===== src/rtl/ififo_feeder_pkg.sv =====
// Shared state encoding and constants for the input-FIFO skew feeder.
package ififo_feeder_pkg;

  typedef enum logic [1:0] {
    IDLE   = 2'd0,
    STREAM = 2'd1,
    DRAIN  = 2'd2,
    DONE   = 2'd3
  } feeder_state_t;

  localparam int STALL_W = 16;
  localparam logic [STALL_W-1:0] STALL_MAX = '1;

  // Bit offset of a lane inside a packed column vector.
  function automatic int lane_lsb(input int lane, input int lane_bw);
    return lane * lane_bw;
  endfunction

endpackage


===== src/rtl/ififo_skew_feeder_skew_delay_line.sv =====
// Per-lane shift register of {valid, data}; data is zeroed whenever valid is low.
module skew_delay_line #(
  parameter int depth = 1,
  parameter int bw    = 4
) (
  input  logic          clk,
  input  logic          reset,
  input  logic          d_valid,
  input  logic [bw-1:0] d_data,
  output logic          q_valid,
  output logic [bw-1:0] q_data
);

  logic [bw:0] stage [depth];

  always_ff @(posedge clk or negedge reset) begin
    if (!reset) begin
      for (int i = 0; i < depth; i++) stage[i] <= '0;
    end else begin
      stage[0] <= {d_valid, (d_valid ? d_data : {bw{1'b0}})};
      for (int i = 1; i < depth; i++) stage[i] <= stage[i-1];
    end
  end

  assign q_valid = stage[depth-1][bw];
  assign q_data  = stage[depth-1][bw-1:0];

endmodule


===== src/rtl/ififo_skew_feeder.sv =====
// Pops column vectors from the input FIFO and presents them to the array
// west edge on a diagonal wavefront (lane k delayed by k extra cycles).
module ififo_skew_feeder
  import ififo_feeder_pkg::*;
#(
  parameter int col = 8,
  parameter int bw  = 4,
  parameter int lw  = 8
) (
  input  logic               clk,
  input  logic               reset,
  input  logic               start,
  input  logic [lw-1:0]      len,
  input  logic [col*bw-1:0]  fifo_out,
  input  logic               fifo_empty,
  output logic               fifo_rd,
  output logic [col*bw-1:0]  array_in,
  output logic [col-1:0]     array_valid,
  output logic               busy,
  output logic               done,
  output logic [STALL_W-1:0] stall_cnt
);

  localparam int DW = (col > 1) ? $clog2(col) : 1;

  feeder_state_t state;
  logic [lw-1:0] remaining;
  logic [DW-1:0] drain_cnt;

  assign fifo_rd = (state == STREAM) && !fifo_empty && (remaining != '0);

  always_ff @(posedge clk or negedge reset) begin
    if (!reset) begin
      state     <= IDLE;
      remaining <= '0;
      drain_cnt <= '0;
      stall_cnt <= '0;
      busy      <= 1'b0;
      done      <= 1'b0;
    end else begin
      case (state)
        IDLE: begin
          if (start) begin
            remaining <= len;
            stall_cnt <= '0;
            busy      <= 1'b1;
            if (len == '0) begin
              state <= DONE;
              done  <= 1'b1;
            end else begin
              state <= STREAM;
            end
          end
        end
        STREAM: begin
          if (fifo_rd) begin
            remaining <= remaining - 1'b1;
            // Final pop: wait for it to reach the deepest lane.
            if (remaining == lw'(1)) begin
              state     <= DRAIN;
              drain_cnt <= DW'(col - 1);
            end
          end else if (fifo_empty && stall_cnt != STALL_MAX) begin
            stall_cnt <= stall_cnt + 1'b1;
          end
        end
        DRAIN: begin
          if (drain_cnt == '0) begin
            state <= DONE;
            done  <= 1'b1;
          end else begin
            drain_cnt <= drain_cnt - 1'b1;
          end
        end
        DONE: begin
          state <= IDLE;
          busy  <= 1'b0;
          done  <= 1'b0;
        end
        default: begin
          state <= IDLE;
          busy  <= 1'b0;
          done  <= 1'b0;
        end
      endcase
    end
  end

  for (genvar gi = 0; gi < col; gi++) begin : g_lane
    localparam int lsb = lane_lsb(gi, bw);
    logic          lane_valid;
    logic [bw-1:0] lane_data;

    skew_delay_line #(.depth(gi + 1), .bw(bw)) u_delay (
      .clk     (clk),
      .reset   (reset),
      .d_valid (fifo_rd),
      .d_data  (fifo_out[lsb +: bw]),
      .q_valid (lane_valid),
      .q_data  (lane_data)
    );

    assign array_valid[gi]     = lane_valid;
    assign array_in[lsb +: bw] = lane_valid ? lane_data : '0;
  end

endmodule


===== config.mk =====
export PLATFORM = sky130hd
export DESIGN_NAME = ififo_skew_feeder
export DESIGN_NICKNAME = d
export VERILOG_FILES = /design/src/rtl/ififo_feeder_pkg.sv /design/src/rtl/ififo_skew_feeder_skew_delay_line.sv /design/src/rtl/ififo_skew_feeder.sv
export SDC_FILE = /design/constraint.sdc
export NUM_CORES = 1
export LEC_CHECK = 0
export CAP_MARGIN = 30
export CORE_ASPECT_RATIO = 1.25
export CORE_MARGIN = 1.5
export CORE_UTILIZATION = 61
export CTS_BUF_LIST = sky130_fd_sc_hd__clkbuf_16
export DETAILED_ROUTE_END_ITERATION = 7
export DONT_BUFFER_PORTS = 1
export PLACE_DENSITY = 0.87
export SLEW_MARGIN = 10
export SYNTH_ARGS = -nofsm -noshare
export SYNTH_HDL_FRONTEND = slang
export SYNTH_SLANG_ARGS = --single-unit

===== constraint.sdc =====
create_clock -name clk -period 2.5 [get_ports clk]
set_clock_uncertainty 0.15 [all_clocks]
set_input_delay 0.25 -clock clk [delete_from_list [all_inputs] [get_ports clk]]
set_output_delay 0.25 -clock clk [all_outputs]
set_load 0.01 [all_outputs]

==> results of run 1 <==
repair_timing:
action                                  4_1_cts  5_1_grt
hold endpoints to repair                    224      183
endpoints found under the setup margin        0        1
resized for setup                             0        3
buffers inserted                              0        0
flip-flops by register name (all words and copies together) (netlist names):
name                    count
g_lane.u_delay.stage      117
g_lane.u_delay.q_data      28
stall_cnt                  16
remaining                   8
g_lane.u_delay.q_valid      7
drain_cnt                   3
state                       2
busy                        1
done                        1
cell usage in the layout (no fill, tap or decap), types with 3 or more instances in the layout:
master,n
a221oi_1,4
clkinvlp_4,3
nand2b_1,5
clkbuf_16,17
a2bb2oi_1,3
dlygate4sd3_1,40
nand4_1,8
clkinv_4,3
mux2i_1,5
inv_1,23
nor2b_1,5
dfrtp_1,183
nor2_1,14
or3_1,3
o22ai_1,7
and3_1,6
and2_1,64
nand2_1,19
buf_4,7
nor3_1,5
a21oi_1,14
o21ai_0,9
a211oi_1,5
ha_1,10
nand3_1,16
nor4_1,10
layer usage:
| layer | vias to the layer above | part of all wire, % | global-route usage, % |
|---|---|---|---|
| met4 | 0 | 3.0 | 12.5 |
| met1 | 1997 | 38 | 32.5 |
| li1 | 1730 | - | - |
| met2 | 176 | 53 | 42.3 |
| met5 | - | 0 | 0 |
| met3 | 43 | 5.3 | 6.18 |
worst reg2reg max path: cells and delay by family, from the launching register on:
kind            cells  cell delay [ps]
compound gates      2              740
fa+ha+maj           1              250
flops               1              460
simple gates        2              620
synthesized netlist by cell type, drive strengths merged, types with 6 or more instances:
cell / count / area [µm²]
nor4: 11 / 75.1
nand2: 19 / 71.3
nor2: 15 / 58.8
a21oi: 15 / 86.3
a211oi: 6 / 50.1
nand3: 16 / 80.1
and2: 65 / 407
inv: 24 / 90.1
ha: 10 / 125
nand4: 9 / 71.3
o21ai: 11 / 55.1
buf: 16 / 115
dfrtp: 183 / 4580
and3: 6 / 37.5
o22ai: 7 / 43.8
metrics by stage:
step | util [%] | power, mW | cell area (µm²) | std cells | setup WS [ps]
2_1_floorplan | - | 4.97 | 6470 | 482 | 600
3_3_place_gp | 64.2 | 5.27 | 6550 | 597 | 297
3_5_place_dp | 64.2 | 5.37 | 6550 | 597 | 238
4_1_cts | 73.7 | 8.06 | 7530 | 668 | 107
5_1_grt | 73.8 | 8.48 | 7540 | 668 | 10.1
6_report | 73.8 | 8.09 | 7540 | 668 | 126
final cells by class:
cell class | count | area, µm² | area share [%]
tap | 129 | 161 | 2.14
clock buffer | 17 | 425 | 5.65
inverter | 24 | 92.6 | 1.23
multi-input combinational | 254 | 1670 | 22.2
sequential | 183 | 4580 | 60.8
timing repair buffer | 47 | 453 | 6.01
clock inverter | 14 | 151 | 2.01
report_power, final:
part	internal [mW]	switching, mW
sequential	3.49	0.447
combinational	0.633	0.894
clock	1.48	1.15
total	5.60	2.49
final timing paths:
kind / start / to / slack (ps) / depth (start not counted)
worst max-delay path: stall_cnt[0]$_DFFE_PN0P_ / stall_cnt[4]$_DFFE_PN0P_ / 130 / 5
worst min register to register: g_lane[5].u_delay.stage[25]$_DFF_PN0_ / g_lane[5].u_delay.stage[20]$_DFF_PN0_ / 190 / 0
min in group clk: len[6] / remaining[6]$_DFFE_PN0P_ / 0 / 3
max in group asynchronous: reset / drain_cnt[0]$_DFFE_PN0P_ / 2650 / 0
worst max register to register: stall_cnt[0]$_DFFE_PN0P_ / stall_cnt[4]$_DFFE_PN0P_ / 130 / 5
worst min-delay path: reset / g_lane[2].u_delay.q_data[1]$_DFF_PN0_ / -640 / 0
cells by family after synthesis:
group / after synthesis / synth area share, %
AOI/OAI and AO/OA: 71 / 7.85
adders and majority gates: 10 / 1.93
buffers and inverters: 45 / 3.46
DFF: 183 / 70.8
muxes: 6 / 0.947
and+or+nand+nor: 167 / 15.0
==> impl_metrics.py, run 1 <==
metrics = {
    "yosys": {
        "postSynthCellCount": 482,
        "synth.distinct_cells": 59,
        "synth_edf_count": 0,
        "post_synth.cell_area_avg_um2": 13.4,
        "synth_sequential_area_ratio_pct": 70.8,
        "dominantRegCellSynth": "dfrtp_1",
        "synth-seq-cells": 183,
        "syn_nets": 536,
        "synthArstFlopShare_pct": 100,
        "post_synth_instance_area_um2": 6470,
        "synthesis.yosys.warnings": 0,
    },
    "sta": {
        "period_share_pct": 95.0,
        "unrepaired_setup_endpoints_after_global_routing": "no",
        "worst_pin_slew_ps": 643,
        "maxSlewHeadroom_pct": 56.9,
        "achievable-frequency_mhz": 421,
        "maxSlewViolCount": 0,
        "post_route_minimum_period_ps": 2370,
        "fin_setup_tns_ps": 0,
        "worst_hold_slack_ps": -636,
        "timing.final.setup_violations": 0,
        "hold_violations": 183,
    },
    "global_routing": {
        "grt_antenna_before_repair": 0,
        "first_global_vias": 4210,
        "grt_first_pass_wirelength_um": 21600,
        "gr-usage-all-layers_pct": 26.1,
        "grt_overflow_total": 0,
        "maximum_number_of_pins_on_one_net_before_global_route_repair": 184,
    },
    "detailed_routing": {
        "remaining_drc_errors": 0,
        "via_count": 3946,
        "routed_wire_length_per_instance_um": 19.9,
        "drtPass1Iterations": 6,
        "totalWireLength_um": 13300,
        "vias_per_cell": 5.91,
        "antenna_left": 0,
        "detail_route.iter0.violations": 405,
    },
    "worst_setup_path": {
        "cp.buffers_inverters": 0,
        "crit_family": "compound AO/OA/AOI/OAI gates",
        "crit_path_max_fanout": 7,
        "critical_path_class": "reg -> reg",
        "critical_path.cell_chain": "ha_1, and2_0, nand4_4, o21ai_1, o22ai_1",
        "worst-endpoint-arrival_ps": 2490,
        "max_stage_delay_ps": 570,
        "critical_path.startpoint_type": "register",
        "cpMaxStageDelayCell": "o21ai_1",
        "endpoint_kind": "register",
        "worstPathRequired_ps": 2620,
    },
    "cells_and_area": {
        "final_net_count": 581,
        "layout-area-overhead-vs-synth_pct": 16.5,
        "layout-drive-gt1-share_pct": 9.65,
        "fillerInstances": 594,
        "antenna_cells": 0,
    },
    "worst_hold_path": {
        "holdCritPathClass": "in -> async",
    },
    "clocking": {
        "numCtsBuffers": 17,
        "cts.hold.buffers_added": 40,
        "cts.reportedPaths.clkPinSlew_ps": 70,
        "cts.path.max_buffers": 2,
        "worst_skew_pair.late_latency_ps": 420,
        "clk_root_buffer_cell": "clkbuf_16",
        "cts.sink_count": 183,
        "tritoncts": "done",
        "cts_max_level": 4,
    },
    "outcome": {
        "violations": "hold timing",
        "status": "finished, violations left",
    },
    "floorplan": {
        "core_area_um2": 10200,
        "die_h_um": 118,
        "floorplan.initialDensity_pct": 63.4,
        "die_w_um": 95.1,
        "pin_count": 103,
        "rows": 41,
        "die_area_um2": 11200,
    },
    "job": {
        "maxCapViolations": 0,
    },
    "placement": {
        "port-buffer-count": 0,
        "dp_hpwl_um": 7810,
        "place.gp.congestion": 0.850,
    },
    "power": {
        "vdd_drop_max_mv": 0.672,
        "power.leakage_nw": 3.63,
        "power.density_cell_area_nw_per_um2": 1070,
    },
}
Note: power is estimated with default switching activity, not from simulation.
==> run 2: changes to the inputs <==
CAP_MARGIN = not set   (was 30)
SYNTH_HIERARCHICAL = 1   (was not set)
==> run 2 against run 1 <==
  * The flow still finishes with violations (hold timing)
  * Sequential share of layout area is 4.5 points higher
  * Setup slack worse by 21 ps
  * Register-to-register slack better by 80 ps
  * Sequential power is 15% higher
  * Design area is 7.4% higher
  * Wire length is 7.0% lower
  * Utilization is 1.8 points lower
  * Largest power group unchanged
  * Count of clock-buffer cells in the layout is 3 higher
  * Synthesized cell count is 4.1% higher
  * Area after synthesis is 10% higher
  * Die area is 9.9% higher
==> impl_metrics.py, run 2 <==
metrics = {
    "clocking": {
        "cts.sink_count": 211,
        "cts.path.max_buffers": 3,
        "clk_root_buffer_cell": "clkbuf_16",
        "tritoncts": "done",
        "numCtsBuffers": 20,
        "worst_skew_pair.late_latency_ps": 490,
        "cts.hold.buffers_added": 42,
        "cts_max_level": 1,
        "cts.reportedPaths.clkPinSlew_ps": 60,
    },
    "yosys": {
        "synth.distinct_cells": 46,
        "synthesis.yosys.warnings": 6,
        "most_frequent_cell_after_synthesis": "dfrtp_1",
        "post_synth.cell_area_avg_um2": 14.2,
        "dominantRegCellSynth": "dfrtp_1",
        "synth-seq-cells": 211,
        "synth_top_cell_area_share_pct": 74.0,
        "yosys-top-cells-count": "dfrtp_1 (211), and2_1 (67), buf_4 (36)",
        "synth_top_area_cell": "dfrtp_1",
        "synth_top_cells_by_area": "dfrtp_1 (74%), and2_1 (5.9%), buf_4 (3.8%)",
        "postSynthCellCount": 502,
        "post_synth_instance_area_um2": 7130,
        "synthArstFlopShare_pct": 100,
        "syn_nets": 557,
        "synth_edf_count": 0,
        "synth_sequential_area_ratio_pct": 74.0,
    },
    "worst_setup_path": {
        "critical_path_class": "reg -> out",
        "worst-endpoint-arrival_ps": 2000,
        "crit_path_max_fanout": 41,
        "critical_path.startpoint_type": "register",
        "regToRegStartpoint": "stall_cnt[0]$_DFFE_PN0P_",
        "endpoint_kind": "output pin",
        "worstPathRequired_ps": 2100,
        "startpoint": "state[1]$_DFFE_PN0P_",
    },
    "floorplan": {
        "core_area_um2": 11200,
        "die_w_um": 99.7,
        "rows": 43,
        "die_area_um2": 12400,
        "die_h_um": 124,
        "pin_count": 103,
        "floorplan.initialDensity_pct": 63.4,
    },
    "global_routing": {
        "grt_overflow_total": 0,
        "maximum_number_of_pins_on_one_net_before_global_route_repair": 212,
        "first_global_vias": 3940,
        "grt_antenna_before_repair": 0,
        "gr-usage-all-layers_pct": 21.0,
        "grt_first_pass_wirelength_um": 19800,
    },
    "cells_and_area": {
        "final_net_count": 588,
        "multi_input_comb_area_um2": 1520,
        "layout-area-overhead-vs-synth_pct": 13.5,
        "area.sequential_um2": 5280,
        "max_flop_register": "g_lane.u_delay/stage",
        "fillerInstances": 668,
        "antenna_cells": 0,
        "mostFrequentLayoutCells": "dfrtp_1 (211), and2_1 (67), dlygate4sd3_1 (42)",
        "largest_reg_flops": 145,
        "layout-drive-gt1-share_pct": 7.76,
        "mostFrequentLayoutCell": "dfrtp_1",
    },
    "sta": {
        "worst_hold_slack_ps": -684,
        "period_share_pct": 95.8,
        "hold_violations": 211,
        "worst_pin_slew_ps": 437,
        "maxSlewViolCount": 0,
        "timing.final.setup_violations": 0,
        "post_route_minimum_period_ps": 2400,
        "unrepaired_setup_endpoints_after_global_routing": "no",
        "maxSlewHeadroom_pct": 70.8,
        "fin_setup_tns_ps": 0,
        "achievable-frequency_mhz": 417,
    },
    "power": {
        "internal_power_component_mw": 6.24,
        "switching_share_pct": 27.7,
        "power.clock.fraction_pct": 31.5,
        "power.leakage_nw": 4.00,
        "sequential_cell_fraction_of_total_power_pct": 52.7,
        "power.density_cell_area_nw_per_um2": 1070,
        "power.net_switching_mw": 2.40,
        "vdd_drop_max_mv": 0.647,
        "power_frac_comb_pct": 15.8,
    },
    "detailed_routing": {
        "detail_route.iter0.violations": 251,
        "via_count": 3895,
        "vias_per_cell": 5.76,
        "remaining_drc_errors": 0,
        "antenna_left": 0,
        "routed_wire_length_per_instance_um": 18.3,
        "totalWireLength_um": 12400,
        "drtPass1Iterations": 5,
    },
    "placement": {
        "port-buffer-count": 0,
        "place.gp.congestion": 0.849,
        "dp_hpwl_um": 6730,
    },
    "job": {
        "maxCapViolations": 0,
    },
    "outcome": {
        "status": "finished, violations left",
        "violations": "hold timing",
    },
    "worst_hold_path": {
        "holdCritPathClass": "in -> async",
    },
}
## run 2: cell types whose count changed in the layout (fill, tap and decap cells not counted), sizes merged, moves of 5 or more
cell / before / now
inv: 28 / 12
nand2: 19 / 25
nor4: 11 / 3
nand3: 16 / 10
dfrtp: 183 / 211
nor2: 15 / 20
## run 2: cells by family (layout without fill, tap and decap cells)
group | count (synthesis) | in the layout | share of synthesized area (%)
AOI/OAI and AO/OA | 59 | 59 | 5.56
adders and majority gates | 11 | 11 | 1.93
buffers and inverters | 54 | 93 | 4.88
DFF | 211 | 211 | 74.0
muxes | 5 | 5 | 0.737
and+or+nand+nor | 162 | 162 | 12.9
## run 2: timing repair
| action | 4_1_cts | 5_1_grt |
|---|---|---|
| buffers inserted | 0 | 0 |
| gates resized for setup | 1 | 2 |
| cloned | 0 | 0 |
| endpoints found under the hold margin | 263 | 211 |
| setup endpoints to repair | 1 | 1 |
## run 2: layout make-up
type / count / area share (%)
sequential: 211 / 65.2
inverter: 10 / 0.464
tap: 135 / 2.09
clock inverter: 10 / 0.974
timing repair buffer: 53 / 6.35
multi-input combinational: 237 / 18.7
clock buffer: 20 / 6.18
## run 2: layer usage
layer	routed length, µm	up-vias	GRT usage [%]
met5	0	-	0
met4	308	0	8.19
met3	740	25	3.82
met2	6650	185	37.2
met1	4680	1977	25.8
li1	-	1708	-
## run 2: worst paths after layout
| kind | slack [ps] | endpoint | cells past startpoint |
|---|---|---|---|
| max | 100 | fifo_rd | 5 |
| min reg2reg | 190 | g_lane[6].u_delay/stage[26]$_DFF_PN0_ | 0 |
| min | -680 | stall_cnt[5]$_DFFE_PN0P_ | 0 |
| min in group clk | 30 | done$_DFFE_PN0P_ | 4 |
| max reg2reg | 210 | stall_cnt[7]$_DFFE_PN0P_ | 7 |
| max in group asynchronous | 2590 | g_lane[2].u_delay/stage[8]$_DFF_PN0_ | 0 |
## run 2: metrics by stage
step	std cells	total power [mW]	utilization (%)	setup WS, ps	cell area [µm²]
finish	676	8.64	72.0	105	8100
global route	676	9.06	72.0	15.1	8100
CTS	676	8.65	71.9	47.2	8090
detailed placement	604	5.83	63.0	289	7080
global placement	604	5.67	63.0	370	7080
floorplan	502	5.55	-	72.0	7140
## run 2: power by group through the flow
stage | logic, mW | clock network, mW | registers [mW]
after floorplan | 1.11 | 0 | 4.45
after global placement | 1.15 | 0 | 4.52
after detailed placement | 1.24 | 0 | 4.59
after CTS | 1.31 | 2.79 | 4.55
after global routing | 1.50 | 2.93 | 4.62
final | 1.36 | 2.73 | 4.55
## run 2: worst max-delay path, cell delays in order, from the launching register on
cell	delay [ps]
dfrtp_1	410
inv_1	130
ha_1	280
buf_6	210
nor3b_4	230
buf_8	240
==> run 3: changes to the inputs <==
MAX_ROUTING_LAYER = met4   (was not set)
==> run 3 against run 2 <==
  * Sequential cell count unchanged
  * Combinational power is essentially flat
  * Setup slack better by 45 ps
  * Utilization up 0.75 points
  * The run still ends with hold timing left
  * Via count increased by 0.33%
  * Final cell count is 0.59% higher
==> impl_metrics.py, run 3 (synthesized netlist as in run 2, its figures left out) <==
metrics = {
    "power": {
        "fin_total_pwr_mw": 8.93,
        "power.density_cell_area_nw_per_um2": 1090,
        "vdd_drop_max_mv": 1.00,
        "power.leakage_nw": 4.05,
    },
    "cells_and_area": {
        "mostFrequentLayoutCells": "dfrtp_1 (211), and2_1 (67), dlygate4sd3_1 (42)",
        "fillerInstances": 651,
        "layout-area-overhead-vs-synth_pct": 14.7,
        "antenna_cells": 0,
        "largest_reg_flops": 145,
        "mostFrequentLayoutCell": "dfrtp_1",
        "final_net_count": 587,
        "multi_input_comb_area_um2": 1540,
        "area.sequential_um2": 5280,
        "max_flop_register": "g_lane.u_delay/stage",
        "final_area_um2": 8180,
        "layout.cells.non_filler": 680,
        "layout-drive-gt1-share_pct": 8.07,
    },
    "detailed_routing": {
        "antenna_left": 0,
        "vias_per_cell": 5.75,
        "routed_wire_length_per_instance_um": 18.7,
        "totalWireLength_um": 12700,
        "detail_route.iter0.violations": 351,
        "remaining_drc_errors": 0,
        "drtPass1Iterations": 5,
        "via_count": 3908,
    },
    "clocking": {
        "cts.hold.buffers_added": 42,
        "worst_skew_pair.late_latency_ps": 490,
        "cts.sink_count": 211,
        "cts_max_level": 1,
        "numCtsBuffers": 20,
        "clk_root_buffer_cell": "clkbuf_16",
        "cts.path.max_buffers": 3,
        "cts.reportedPaths.clkPinSlew_ps": 60,
        "tritoncts": "done",
    },
    "worst_setup_path": {
        "rrSetupSlack_ps": 260,
        "worstPathRequired_ps": 2100,
        "crit_path_max_fanout": 41,
        "max_stage_delay_ps": 460,
        "regToRegStartpoint": "state[0]$_DFFE_PN0P_",
        "critical_path_class": "reg -> out",
        "critical_path.startpoint_type": "register",
        "ff2ff_path_depth": 7,
        "critical_path.cell_chain": "nor3_1, and3_1, nor3b_4, buf_8",
        "worst_r2r_endpoint": "stall_cnt[5]$_DFFE_PN0P_",
        "worst-endpoint-arrival_ps": 1950,
        "cpMaxStageDelayCell": "dfrtp_1",
        "endpoint_kind": "output pin",
    },
    "floorplan": {
        "die_w_um": 99.7,
        "pin_count": 103,
        "die_area_um2": 12400,
        "floorplan.initialDensity_pct": 63.4,
        "rows": 43,
        "die_h_um": 124,
        "core_area_um2": 11200,
    },
    "outcome": {
        "violations": "hold timing",
        "status": "finished, violations left",
    },
    "sta": {
        "achievable-frequency_mhz": 425,
        "maxSlewHeadroom_pct": 70.0,
        "fin_setup_tns_ps": 0,
        "hold_violations": 211,
        "period_share_pct": 94.0,
        "worst_hold_slack_ps": -678,
        "unrepaired_setup_endpoints_after_global_routing": "no",
        "setup_slack_ps": 150,
        "worst_pin_slew_ps": 449,
        "timing.final.setup_violations": 0,
        "post_route_minimum_period_ps": 2350,
        "maxSlewViolCount": 0,
    },
    "global_routing": {
        "maximum_number_of_pins_on_one_net_before_global_route_repair": 212,
        "gr-usage-all-layers_pct": 22.0,
        "first_global_vias": 3988,
        "grt_antenna_before_repair": 0,
        "grt_overflow_total": 0,
        "grt_first_pass_wirelength_um": 20500,
    },
    "placement": {
        "dp_cells": 603,
        "port-buffer-count": 0,
        "dpl-instance-area_um2": 7080,
        "worst_slack_at_placement_ps": 208,
        "dp_hpwl_um": 6770,
        "place.gp.congestion": 0.858,
    },
    "job": {
        "maxCapViolations": 0,
    },
    "worst_hold_path": {
        "holdCritPathClass": "in -> async",
    },
}
[run 3: cell count changes in the layout (fill, tap and decap cells not counted), sizes merged]
cell,delta
inv,+5
bufinv,+2
buf,-1
clkinv,-2
[run 3: routing by layer]
metal	vias up	global-route usage [%]	wire [µm]
li1	1718	-	-
met1	1940	26.7	4890
met2	215	37.5	6660
met3	35	4.26	810
met4	0	7.57	357
met5	-	-	0
[run 3: timing repair]
item	CTS	global route
setup endpoints to repair	1	4
buffers inserted	0	0
gates resized for setup	1	4
endpoints found under the hold margin	264	211
[run 3: worst max path at each step]
stage                              from                                    to  cells past startpoint
2_1_floorplan      state[1]$_DFFE_PN0P_  g_lane[0].u_delay/stage[1]$_DFF_PN0_                      7
3_3_place_gp   stall_cnt[0]$_DFFE_PN0P_              stall_cnt[4]$_DFFE_PN0P_                      6
3_5_place_dp       state[1]$_DFFE_PN0P_             stall_cnt[15]$_DFFE_PN0P_                      7
4_1_cts            state[1]$_DFFE_PN0P_                               fifo_rd                      5
5_1_grt            state[1]$_DFFE_PN0P_                               fifo_rd                      5
6_report       remaining[4]$_DFFE_PN0P_                               fifo_rd                      4
[run 3: report_power, final]
group          switching [mW]  internal [mW]
Sequential              0.444           4.12
Combinational           0.785          0.585
Clock                    1.23           1.77
[run 3: worst max-delay path: cells and delay by family, from the launching register on]
kind                   cells  cell delay [ps]
AND/OR/NAND/NOR            3              790
flip-flops                 1              460
buffers and inverters      1              180
[run 3: metrics by stage]
stage / utilization (%) / hold slack (ps)
6_report: 72.7 / -678
5_1_grt: 72.7 / -703
4_1_cts: 72.5 / -715
3_5_place_dp: 62.9 / -191
3_3_place_gp: 62.9 / -190
2_1_floorplan: - / -196
[run 3: area by class of cell]
class,count,share of cell area [%]
Multi-Input combinational cell,237,18.8
Clock inverter,15,1.88
Clock buffer,20,6.12
Inverter,10,0.459
Timing Repair Buffer,52,6.15
Tap cell,135,2.07
Sequential cell,211,64.6
